===== src/rtl/div_seq.sv =====
// Sequential 32-bit integer divider for the MIPS-style execute stage.
// Handles div (signed) and divu (unsigned). It uses a restoring
// shift-subtract loop that runs for 32 cycles, plus a one-cycle path
// for a zero divisor.
// The quotient goes to LO and the remainder goes to HI.
module div_seq (
  input  logic        clk,
  input  logic        rst,
  input  logic        start,
  input  logic        signed_div,
  input  logic [31:0] opdata1,
  input  logic [31:0] opdata2,
  input  logic        annul,
  output logic [31:0] result_lo,
  output logic [31:0] result_hi,
  output logic        ready,
  output logic        stall_req
);

  typedef enum logic [1:0] {
    IDLE    = 2'd0,
    DIVZERO = 2'd1,
    BUSY    = 2'd2,
    DONE    = 2'd3
  } state_t;

  state_t      state;
  state_t      state_next;

  logic [5:0]  count;
  logic [64:0] work;
  logic [31:0] divisor;
  logic        signed_q;
  logic        dividend_neg;
  logic        divisor_neg;

  logic [31:0] dividend_mag;
  logic [31:0] divisor_mag;
  logic [64:0] shifted;
  logic [33:0] trial;
  logic [64:0] step_work;
  logic [31:0] quot_raw;
  logic [31:0] rem_raw;
  logic [31:0] quot_final;
  logic [31:0] rem_final;
  logic        neg_quot;
  logic        neg_rem;

  // Work out the operand magnitudes that get latched when a request is accepted.
  // In signed mode each negative operand is replaced by its magnitude.
  // -2^31 maps onto itself, which is the correct unsigned magnitude.
  always_comb begin
    dividend_mag = opdata1;
    divisor_mag  = opdata2;
    if (signed_div && opdata1[31]) begin
      dividend_mag = 32'd0 - opdata1;
    end
    if (signed_div && opdata2[31]) begin
      divisor_mag = 32'd0 - opdata2;
    end
  end

  // Perform one restoring step on the 65-bit working register.
  // The upper 33 bits hold the partial remainder and the lower 32 bits hold
  // the dividend bits, which are replaced by quotient bits as they shift out.
  // The trial subtraction is 34 bits wide so that its sign bit shows a borrow.
  always_comb begin
    shifted   = {work[63:0], 1'b0};
    trial     = {1'b0, shifted[64:32]} - {2'b00, divisor};
    step_work = shifted;
    if (!trial[33]) begin
      step_work = {trial[32:0], shifted[31:1], 1'b1};
    end
  end

  // Apply the sign fix-up to the result of the final step.
  // The quotient is negated when the operand signs differ.
  // The remainder takes the sign of the dividend.
  always_comb begin
    quot_raw   = step_work[31:0];
    rem_raw    = step_work[63:32];
    neg_quot   = signed_q & (dividend_neg ^ divisor_neg);
    neg_rem    = signed_q & dividend_neg;
    quot_final = quot_raw;
    rem_final  = rem_raw;
    if (neg_quot) begin
      quot_final = 32'd0 - quot_raw;
    end
    if (neg_rem) begin
      rem_final = 32'd0 - rem_raw;
    end
  end

  // Select the next state. annul overrides every other condition, including
  // the final BUSY step, so a flushed divide never raises ready.
  always_comb begin
    state_next = state;
    case (state)
      IDLE: begin
        if (start) begin
          if (opdata2 == 32'd0) begin
            state_next = DIVZERO;
          end else begin
            state_next = BUSY;
          end
        end
      end
      DIVZERO: begin
        state_next = DONE;
      end
      BUSY: begin
        if (count == 6'd31) begin
          state_next = DONE;
        end
      end
      DONE: begin
        if (!start) begin
          state_next = IDLE;
        end
      end
      default: begin
        state_next = IDLE;
      end
    endcase
    if (annul) begin
      state_next = IDLE;
    end
  end

  // State register. ready is registered from the next state, so it is high
  // in exactly the cycles where the state is DONE.
  always_ff @(posedge clk or posedge rst) begin
    if (rst) begin
      state <= IDLE;
      ready <= 1'b0;
    end else begin
      state <= state_next;
      ready <= (state_next == DONE);
    end
  end

  // Operand latch and iteration datapath. The operands are captured only
  // when IDLE accepts a request, so input changes during BUSY have no effect.
  always_ff @(posedge clk or posedge rst) begin
    if (rst) begin
      work         <= 65'd0;
      divisor      <= 32'd0;
      count        <= 6'd0;
      signed_q     <= 1'b0;
      dividend_neg <= 1'b0;
      divisor_neg  <= 1'b0;
    end else if (state == IDLE && state_next == BUSY) begin
      work         <= {33'd0, dividend_mag};
      divisor      <= divisor_mag;
      count        <= 6'd0;
      signed_q     <= signed_div;
      dividend_neg <= opdata1[31];
      divisor_neg  <= opdata2[31];
    end else if (state == BUSY && state_next != IDLE) begin
      work  <= step_work;
      count <= count + 6'd1;
    end
  end

  // Result registers. They are written only on entry to DONE and keep their
  // values through IDLE, annul and new operations until the next result is ready.
  always_ff @(posedge clk or posedge rst) begin
    if (rst) begin
      result_lo <= 32'd0;
      result_hi <= 32'd0;
    end else if (state == BUSY && state_next == DONE) begin
      result_lo <= quot_final;
      result_hi <= rem_final;
    end else if (state == DIVZERO && state_next == DONE) begin
      result_lo <= 32'd0;
      result_hi <= 32'd0;
    end
  end

  // Hold the pipeline from the request cycle until the cycle the result is valid.
  always_comb begin
    stall_req = start & ~ready;
  end

endmodule


===== config.mk =====
export PLATFORM = sky130hd
export DESIGN_NAME = div_seq
export DESIGN_NICKNAME = d
export VERILOG_FILES = /design/src/rtl/div_seq.sv
export SDC_FILE = /design/constraint.sdc
export NUM_CORES = 1
export LEC_CHECK = 0
export ABC_CLOCK_PERIOD_IN_PS = 5400
export BUFFER_PORTS_ARGS = -buffer_cell sky130_fd_sc_hd__buf_2
export CAP_MARGIN = 20
export CORE_MARGIN = 8
export CORE_UTILIZATION = 39
export DETAILED_ROUTE_END_ITERATION = 12
export GPL_TIMING_DRIVEN = 0
export PLACE_DENSITY_LB_ADDON = 0.25
export SYNTH_ARGS = -nofsm -noshare
export SYNTH_HDL_FRONTEND = slang
export SYNTH_SLANG_ARGS = --single-unit

===== constraint.sdc =====
create_clock -name clk -period 5.4 [get_ports clk]
set_input_delay 0.54 -clock clk [delete_from_list [all_inputs] [get_ports clk]]
set_output_delay 0.54 -clock clk [all_outputs]
set_load 0.03 [all_outputs]

==> key figures, run 1 <==
Global routing
  • Global-route usage over all layers: 21.4%
  • Met3 GRT Util: 3.82%
  • Vias in the first global route: 11,100
  • Overflow after GRT: 0
  • Largest net degree at the start of global routing: between 100 and 150
  • GR peak layer: met1
  • Initial antenna violation count: 0
  • Grt met2 use: between 30% and 40%
  • M1 GR Usage: a little under a third
  • First-pass GRT wire length: roughly 62 mm

Die
  • Die area: approximately 0.036 mm2
  • Initial cell density of the core: between 30 and 40%
  • Row count: 64
  • Core footprint: approximately 0.030 mm2
  • Die height: 191 um
  • IO Pins: 135
  • Die X: 191 um

CTS
  • TritonCTS clock tree: done
  • Setup bufs post-CTS: 0
  • Clk slew on worst S/H paths: around 0.08 ns
  • Max Root-Sink Buffers: 2
  • Clock Latency Late Sink: around 0.46 ns
  • Number of buffers created by CTS: 17
  • CTS root buf: clkbuf_16
  • Cts hold-fix bufs: 0
  • Clk sinks: around 170
  • H-tree levels: 4

STA
  • Slew HR: between 20% and 30%
  • Hold Fails Final Rpt: 0
  • Minimum clock period: 5.19 ns
  • Final Max Slew Viols: 0
  • Setup TNS: 0 ns
  • Highest Clock Rate: approximately 190 MHz
  • Tightest Pin Transition: roughly 1.1 ns
  • RSZ-0062 raised after global routing: no
  • Period utilisation layout: between 90% and 100%
  • Clk_skew: 0.0167 ns
  • Final Setup Violations: 0

Synthesis
  • Async SR Flop Fraction: 100%
  • Ys flop type: dfrtp_1
  • Post-Syn Instances: 1,457
  • Avg Inst Size Synth: roughly 8.2 um2
  • Mapped cell area: roughly 0.012 mm2
  • Syn nets: roughly 1,600
  • Number of synthesized flops with an enable pin: 0
  • Register area share after synthesis: a little over a third
  • Yosys warns: 0
  • Library cells used by synthesis: 86
  • Yosys reg bits: 172

Critical path
  • Worst Path Required: 5.76 ns
  • Max Fanout on Critical Path: 19
  • Reg2reg end: result_hi[26]
  • WS Path Type: reg2reg
  • Critical Path Source Type: flip-flop
  • Endpoint class of the critical path: flip-flop
  • FF-to-FF Start: work[51]
  • R2R Setup Slk: around 0.21 ns
  • Data arrival, critical path: 5.55 ns
  • R2R cell count: 21

Final layout
  • Share of cells above drive strength 1: 13.5%
  • Design area: between 0.01 and 0.015 mm2
  • # diodes: 0
  • Layout area overhead: 15.7%
  • Layout Utilization: 45.4%
  • Most common cell after layout, fill and taps aside: nand2_1
  • Final net count: ~1,700
  • Leading cell types in the layout, fill and taps excluded: nand2_1, dfrtp_1, o21ai_0, buf_2, nor2_1

Run
  • Max cap viols: 0

Worst hold path
  • Worst Hold Class: in2async

Routing
  • Initial detailed-routing violation count: 719
  • Routed length per instance: 19.4 um
  • Drt total wl: a little under 40 mm
  • DRC: 0
  • First drt pass iteration count: 5
  • Via density: about 5.6
  • ANT nets after route: 0
  • Via Count: around 11,000

Placed design
  • Detail Placement HPWL: between 30 and 40 mm
  • Placer Congestion: 0.900
  • Placed Area: 0.0131 mm2
  • Buffers on Ports: roughly 130

Power and ir drop
  • Leak Pwr: 6.11 nW
  • Power Dens Cells: between 200 and 300 mW/mm2
  • VDD IR-drop max: between 0.2 and 0.3 mV

Run status
  • Status: complete, no violations
==> report_power, final <==
group	internal [mW]	switching, mW
clock	0.631	0.662
combinational	0.471	0.799
sequential	1.40	0.141
total	2.50	1.60
==> per-stage QoR <==
stage          hold WS, ns  power [mW]  setup slack [ns]  instances
3_5_place_dp         0.465        2.80             -1.26       1987
6_report             0.120        4.10             0.215       2016
3_3_place_gp         0.458        2.77             -1.82       1986
4_1_cts              0.131        4.08           0.00521       2016
2_1_floorplan        0.450        2.41             0.200       1457
5_1_grt              0.154        4.32           0.00315       2016
==> cells by family (layout without fill, tap and decap cells) <==
logic type	count (synthesis)	after routing	share of synthesized area, %
AOI/OAI and AO/OA	437	437	22.9
xor gates and xnor gates	143	143	10.5
adders and majority gates	38	38	4.05
buffers and inverters	134	297	4.56
DFF	172	172	36.1
muxes	20	20	1.69
and+or+nand+nor	513	513	20.1
==> synth_stat cells (4+ instances only) <==
library cell / number / area, um2
or4_1: 8 / 60.1
dfrtp_1: 172 / 4300
nand3b_1: 8 / 60.1
o21a_1: 10 / 75.1
nor2b_1: 6 / 37.5
nand4_1: 14 / 87.6
ha_1: 37 / 463
o2111ai_1: 4 / 35.0
mux2i_1: 19 / 190
a22oi_1: 7 / 52.6
nand2b_1: 14 / 87.6
a21oi_2: 4 / 35.0
a41oi_1: 6 / 52.6
and3_1: 4 / 25.0
xor2_1: 84 / 736
nor2_1: 112 / 420
nor3_1: 33 / 165
and4_1: 4 / 35.0
or3_1: 11 / 68.8
o31ai_1: 11 / 82.6
clkbuf_1: 60 / 225
o41ai_1: 8 / 70.1
a221o_1: 17 / 170
buf_1: 5 / 18.8
a21oi_1: 89 / 445
a211oi_1: 6 / 45.0
nand3_1: 45 / 225
o211ai_1: 8 / 60.1
nand2_1: 202 / 758
a21o_1: 14 / 105
o21ai_0: 172 / 861
a22o_1: 5 / 43.8
xnor2_1: 59 / 517
buf_2: 11 / 55.1
a31oi_1: 20 / 125
nor4_1: 15 / 93.8
o21ai_1: 12 / 60.1
inv_1: 53 / 199
and2_1: 17 / 106
==> worst max path at each step <==
stage | start | depth (start not counted) | endpoint | slack [ns]
finish | work[51] | 21 | result_hi[26] | 0.21
global route | work[51] | 21 | result_hi[24] | 0.003
CTS | work[47] | 19 | result_hi[26] | 0.005
detailed placement | work[51] | 22 | result_hi[26] | -1.26
global placement | rst | 2 | divisor[17] | -1.82
floorplan | rst | 1 | count[0] | 0.20
==> what timing repair did <==
item,CTS,global route
hold endpoints to repair,0,0
resized for setup,11,15
endpoints found under the setup margin,23,14
==> state kept, by name (all words and copies together), names as in the netlist <==
| name | cells |
|---|---|
| state | 2 |
| ready | 1 |
| divisor_neg | 1 |
| dividend_neg | 1 |
| result_hi | 32 |
| divisor | 32 |
| result_lo | 32 |
| signed_q | 1 |
| work | 64 |
| count | 6 |
==> worst max-delay path, cell delays in order, from the launching register on <==
cell and delay (ns):
dfrtp_1 0.47, ha_1 0.31, buf_2 0.20, nand4_1 0.15, or2_0 0.24, nor2_1 0.33
o31ai_4 0.16, nand2_1 0.18, buf_2 0.32, buf_6 0.27, clkbuf_4 0.30, nand2_1 0.09
o21ai_2 0.10, ha_1 0.25, nand2_1 0.09, nor4_2 0.29, a41oi_1 0.27, a21o_1 0.26
o21ai_1 0.23, o21ai_0 0.19, xnor2_1 0.16, o21ai_0 0.20
==> routing by layer <==
metal,vias to the layer above,share of wire (%)
met2,396,43
met3,49,7.6
met5,-,0
met1,5394,48
li1,5494,-
met4,0,1.5
==> cell type report <==
| class | instances | area (um2) |
|---|---|---|
| inverter | 54 | 213 |
| clock buffer | 17 | 425 |
| multi-input combinational | 1151 | 7120 |
| clock inverter | 15 | 188 |
| fill | 3070 | 16600 |
| sequential | 172 | 4300 |
| timing repair buffer | 134 | 693 |
| buffer | 77 | 350 |
| tap | 396 | 495 |
Power figures use the tool's default switching activity.
==> inputs of run 2 (changes only) <==
--- a/config.mk
+++ b/config.mk
@@ -13,6 +13,7 @@
 export DETAILED_ROUTE_END_ITERATION = 12
 export GPL_TIMING_DRIVEN = 0
 export PLACE_DENSITY_LB_ADDON = 0.25
+export REMOVE_ABC_BUFFERS = 1
 export SYNTH_ARGS = -nofsm -noshare
 export SYNTH_HDL_FRONTEND = slang
 export SYNTH_SLANG_ARGS = --single-unit
==> constraint.sdc (replaced) <==
create_clock -name clk -period 5.4 [get_ports clk]
set_input_delay 0.54 -clock clk [delete_from_list [all_inputs] [get_ports clk]]
set_output_delay 0.54 -clock clk [all_outputs]
set_load 0.1 [all_outputs]
==> run 2 against run 1 <==
Against the previous run:
- power decreased by 3.2%
- clock-buffer cell count stayed put
- flip-flop and latch count is the same
- sequential share of layout area up 0.35 points
- final area decreased by 1.1%
- clock power is 4% lower
- sequential power about the same
- non-clock buffer count down 64
- critical path depth decreased by 2
- largest power group unchanged
- highest routed layer is now met5
==> key figures, run 2 (synthesis results as in run 1) <==
Run status
  • Status: complete, no violations

CTS
  • TritonCTS clock tree: done
  • Clock Latency Late Sink: 0.43 ns (-0.03 ns)
  • Number of buffers created by CTS: 17 (unchanged)
  • Max Root-Sink Buffers: 2 (unchanged)
  • Clk sinks: 172 (unchanged)
  • H-tree levels: 4 (unchanged)
  • Clk slew on worst S/H paths: 0.08 ns (about the same)
  • CTS root buf: clkbuf_16

Global routing
  • Grt met2 use: 29.9% (-1.7 points)
  • Largest net degree at the start of global routing: 113 (+1.8%)
  • Overflow after GRT: 0 (unchanged)
  • Initial antenna violation count: 1 (+1)
  • Global-route usage over all layers: 18.8% (-2.6 points)
  • First-pass GRT wire length: 56.1 mm (-9.7%)
  • Vias in the first global route: 10,600 (-4.1%)
  • M1 GR Usage: 25.8% (-5.9 points)
  • Met3 GRT Util: 3.46% (-0.37 points)
  • GR peak layer: met2

STA
  • PnR worst setup slack: 0.305 ns (+0.0897 ns)
  • Tightest Pin Transition: 1.05 ns (-0.0693 ns)
  • Minimum clock period: 5.10 ns (-0.0897 ns)
  • Final Max Slew Viols: 0 (unchanged)
  • Highest Clock Rate: 196 MHz (+1.8%)
  • Clk_skew: 0.0171 ns (+0.000383 ns)
  • Hold Fails Final Rpt: 0 (unchanged)
  • Final Setup Violations: 0 (unchanged)
  • RSZ-0062 raised after global routing: no
  • Slew HR: 29.3% (+4.4 points)
  • Period utilisation layout: 94.4% (-1.7 points)

Routing
  • Via density: 5.54 (-1.4%)
  • DRC: 0 (unchanged)
  • First drt pass iteration count: 5 (unchanged)
  • Routed length per instance: 17.6 um (-9.1%)
  • ANT nets after route: 0 (unchanged)
  • Drt total wl: 34.4 mm (-12%)
  • Initial detailed-routing violation count: 772 (+7.4%)
  • Via Count: 10,800 (-4.5%)

Final layout
  • Share of cells above drive strength 1: 13.8% (+0.30 points)
  • # diodes: 0 (unchanged)
  • Final net count: 1,650 (-3.7%)
  • Most common cell after layout, fill and taps aside: nand2_1
  • Leading cell types in the layout, fill and taps excluded: nand2_1, o21ai_0, dfrtp_1, buf_2, nor2_1
  • Non-filler instance count after layout: 1,952 (-3.2%)
  • Design area: 0.0136 mm2 (-1.1%)
  • Max FFs per register: 64 (unchanged)
  • Largest reg by FF count: work
  • Layout Utilization: 44.9% (-0.50 points)
  • Layout area overhead: 14.4%

Placed design
  • Buffers on Ports: 134 (+0.75%)
  • Dpl cells: 1,920 (-3.4%)
  • Detail Placement HPWL: 25.8 mm (-17%)
  • Placer Congestion: 0.899 (-0.11%)
  • Placed Area: 0.0130 mm2 (-1.1%)
  • Pre-CTS WS: -0.702 ns (+0.562 ns)

Power and ir drop
  • VDD IR-drop max: 0.228 mV (-9.0%)
  • Sw Pwr: 1.49 mW (-7.3%)
  • Net Sw Frac: 37.4% (-1.6 points)
  • Power Dens Cells: 291 mW/mm2 (-2.2%)
  • Clk pwr share: 31.1% (-0.4 points)
  • Sequential Power Share: 38.4% (+0.8 points)
  • Cell Int Power: 2.49 mW (-0.68%)
  • Comb pwr share: 30.4% (-0.5 points)
  • Leak Pwr: 6.05 nW (-0.98%)
  • Pwr Total: 3.97 mW (-3.2%)

Critical path
  • Crit. Startpoint: work[37]
  • Endpoint class of the critical path: flip-flop
  • Worst Path Required: 5.72 ns (-0.04 ns)
  • Data arrival, critical path: 5.41 ns (-0.14 ns)
  • R2R cell count: 19 (-9.5%)
  • FF-to-FF Start: work[37]
  • WS Path Type: reg2reg
  • Critical Path Source Type: flip-flop
  • Max Fanout on Critical Path: 43 (+24)

Die
  • IO Pins: 135 (unchanged)
  • Row count: 64 (unchanged)
  • Die area: 0.0364 mm2 (unchanged)
  • Initial cell density of the core: 39.3% (unchanged)
  • Die X: 191 um (unchanged)
  • Die height: 191 um (unchanged)
  • Core footprint: 0.0303 mm2 (unchanged)

Run
  • Max cap viols: 0 (unchanged)

Worst hold path
  • Worst Hold Class: in2async
==> run 2: power by group through the flow <==
stage,registers (mW),clock network (mW),logic (mW)
after floorplan,1.51,0,0.879
after global placement,1.55,0,1.16
after detailed placement,1.55,0,1.18
after CTS,1.52,1.27,1.20
after global routing,1.55,1.32,1.35
final,1.53,1.24,1.21
==> run 2: worst paths after layout <==
| check | slack [ns] | end |
|---|---|---|
| min reg2reg | 0.48 | result_hi[14] |
| max in group asynchronous | 4.35 | divisor[28] |
| max | 0.30 | result_lo[30] |
| min in group clk | 0.35 | dividend_neg |
| min | 0.13 | result_lo[13] |
| max reg2reg | 0.30 | result_lo[30] |
==> run 2: critical path, stage by stage (launching register included) <==
cell and delay, ns:
dfrtp_1 0.48, ha_1 0.43, a21oi_1 0.22, o21ai_1 0.14
a21o_1 0.26, o31ai_4 0.34, nand2_4 0.21, buf_12 0.24
clkinv_8 0.17, ha_1 0.20, nand2b_1 0.07, nand2b_1 0.18
or4_1 0.46, nand2b_1 0.21, or2_2 0.36, nand2b_1 0.20
o41ai_4 0.31, o21ai_0 0.17, xnor2_1 0.20, o21ai_1 0.08
==> run 2: what timing repair did <==
| item | in CTS | in global routing |
|---|---|---|
| gates cloned | 0 | 0 |
| setup buffers | 0 | 0 |
| hold buffers | 0 | 0 |
| setup endpoints to repair | 15 | 13 |
| gates resized for setup | 5 | 7 |
==> run 2: cell type report <==
type | count | area (um2)
multi-input combinational | 1151 | 7150
tap | 396 | 495
fill | 3035 | 16700
clock inverter | 15 | 168
timing repair buffer | 147 | 866
sequential | 172 | 4300
inverter | 54 | 223
clock buffer | 17 | 425
==> run 2: through the flow <==
| stage | setup TNS [ns] | hold slack, ns |
|---|---|---|
| floorplan | -100.03 | 0.450 |
| global placement | -717.19 | 0.462 |
| detailed placement | -3.50 | 0.469 |
| CTS | 0 | 0.127 |
| global route | 0 | 0.152 |
| finish | 0 | 0.130 |
==> run 2: layer usage <==
layer / wire [um] / up-vias
met5: 11 / -
met4: 693 / 2
met3: 1780 / 37
met2: 15800 / 277
met1: 16200 / 5140
li1: - / 5366
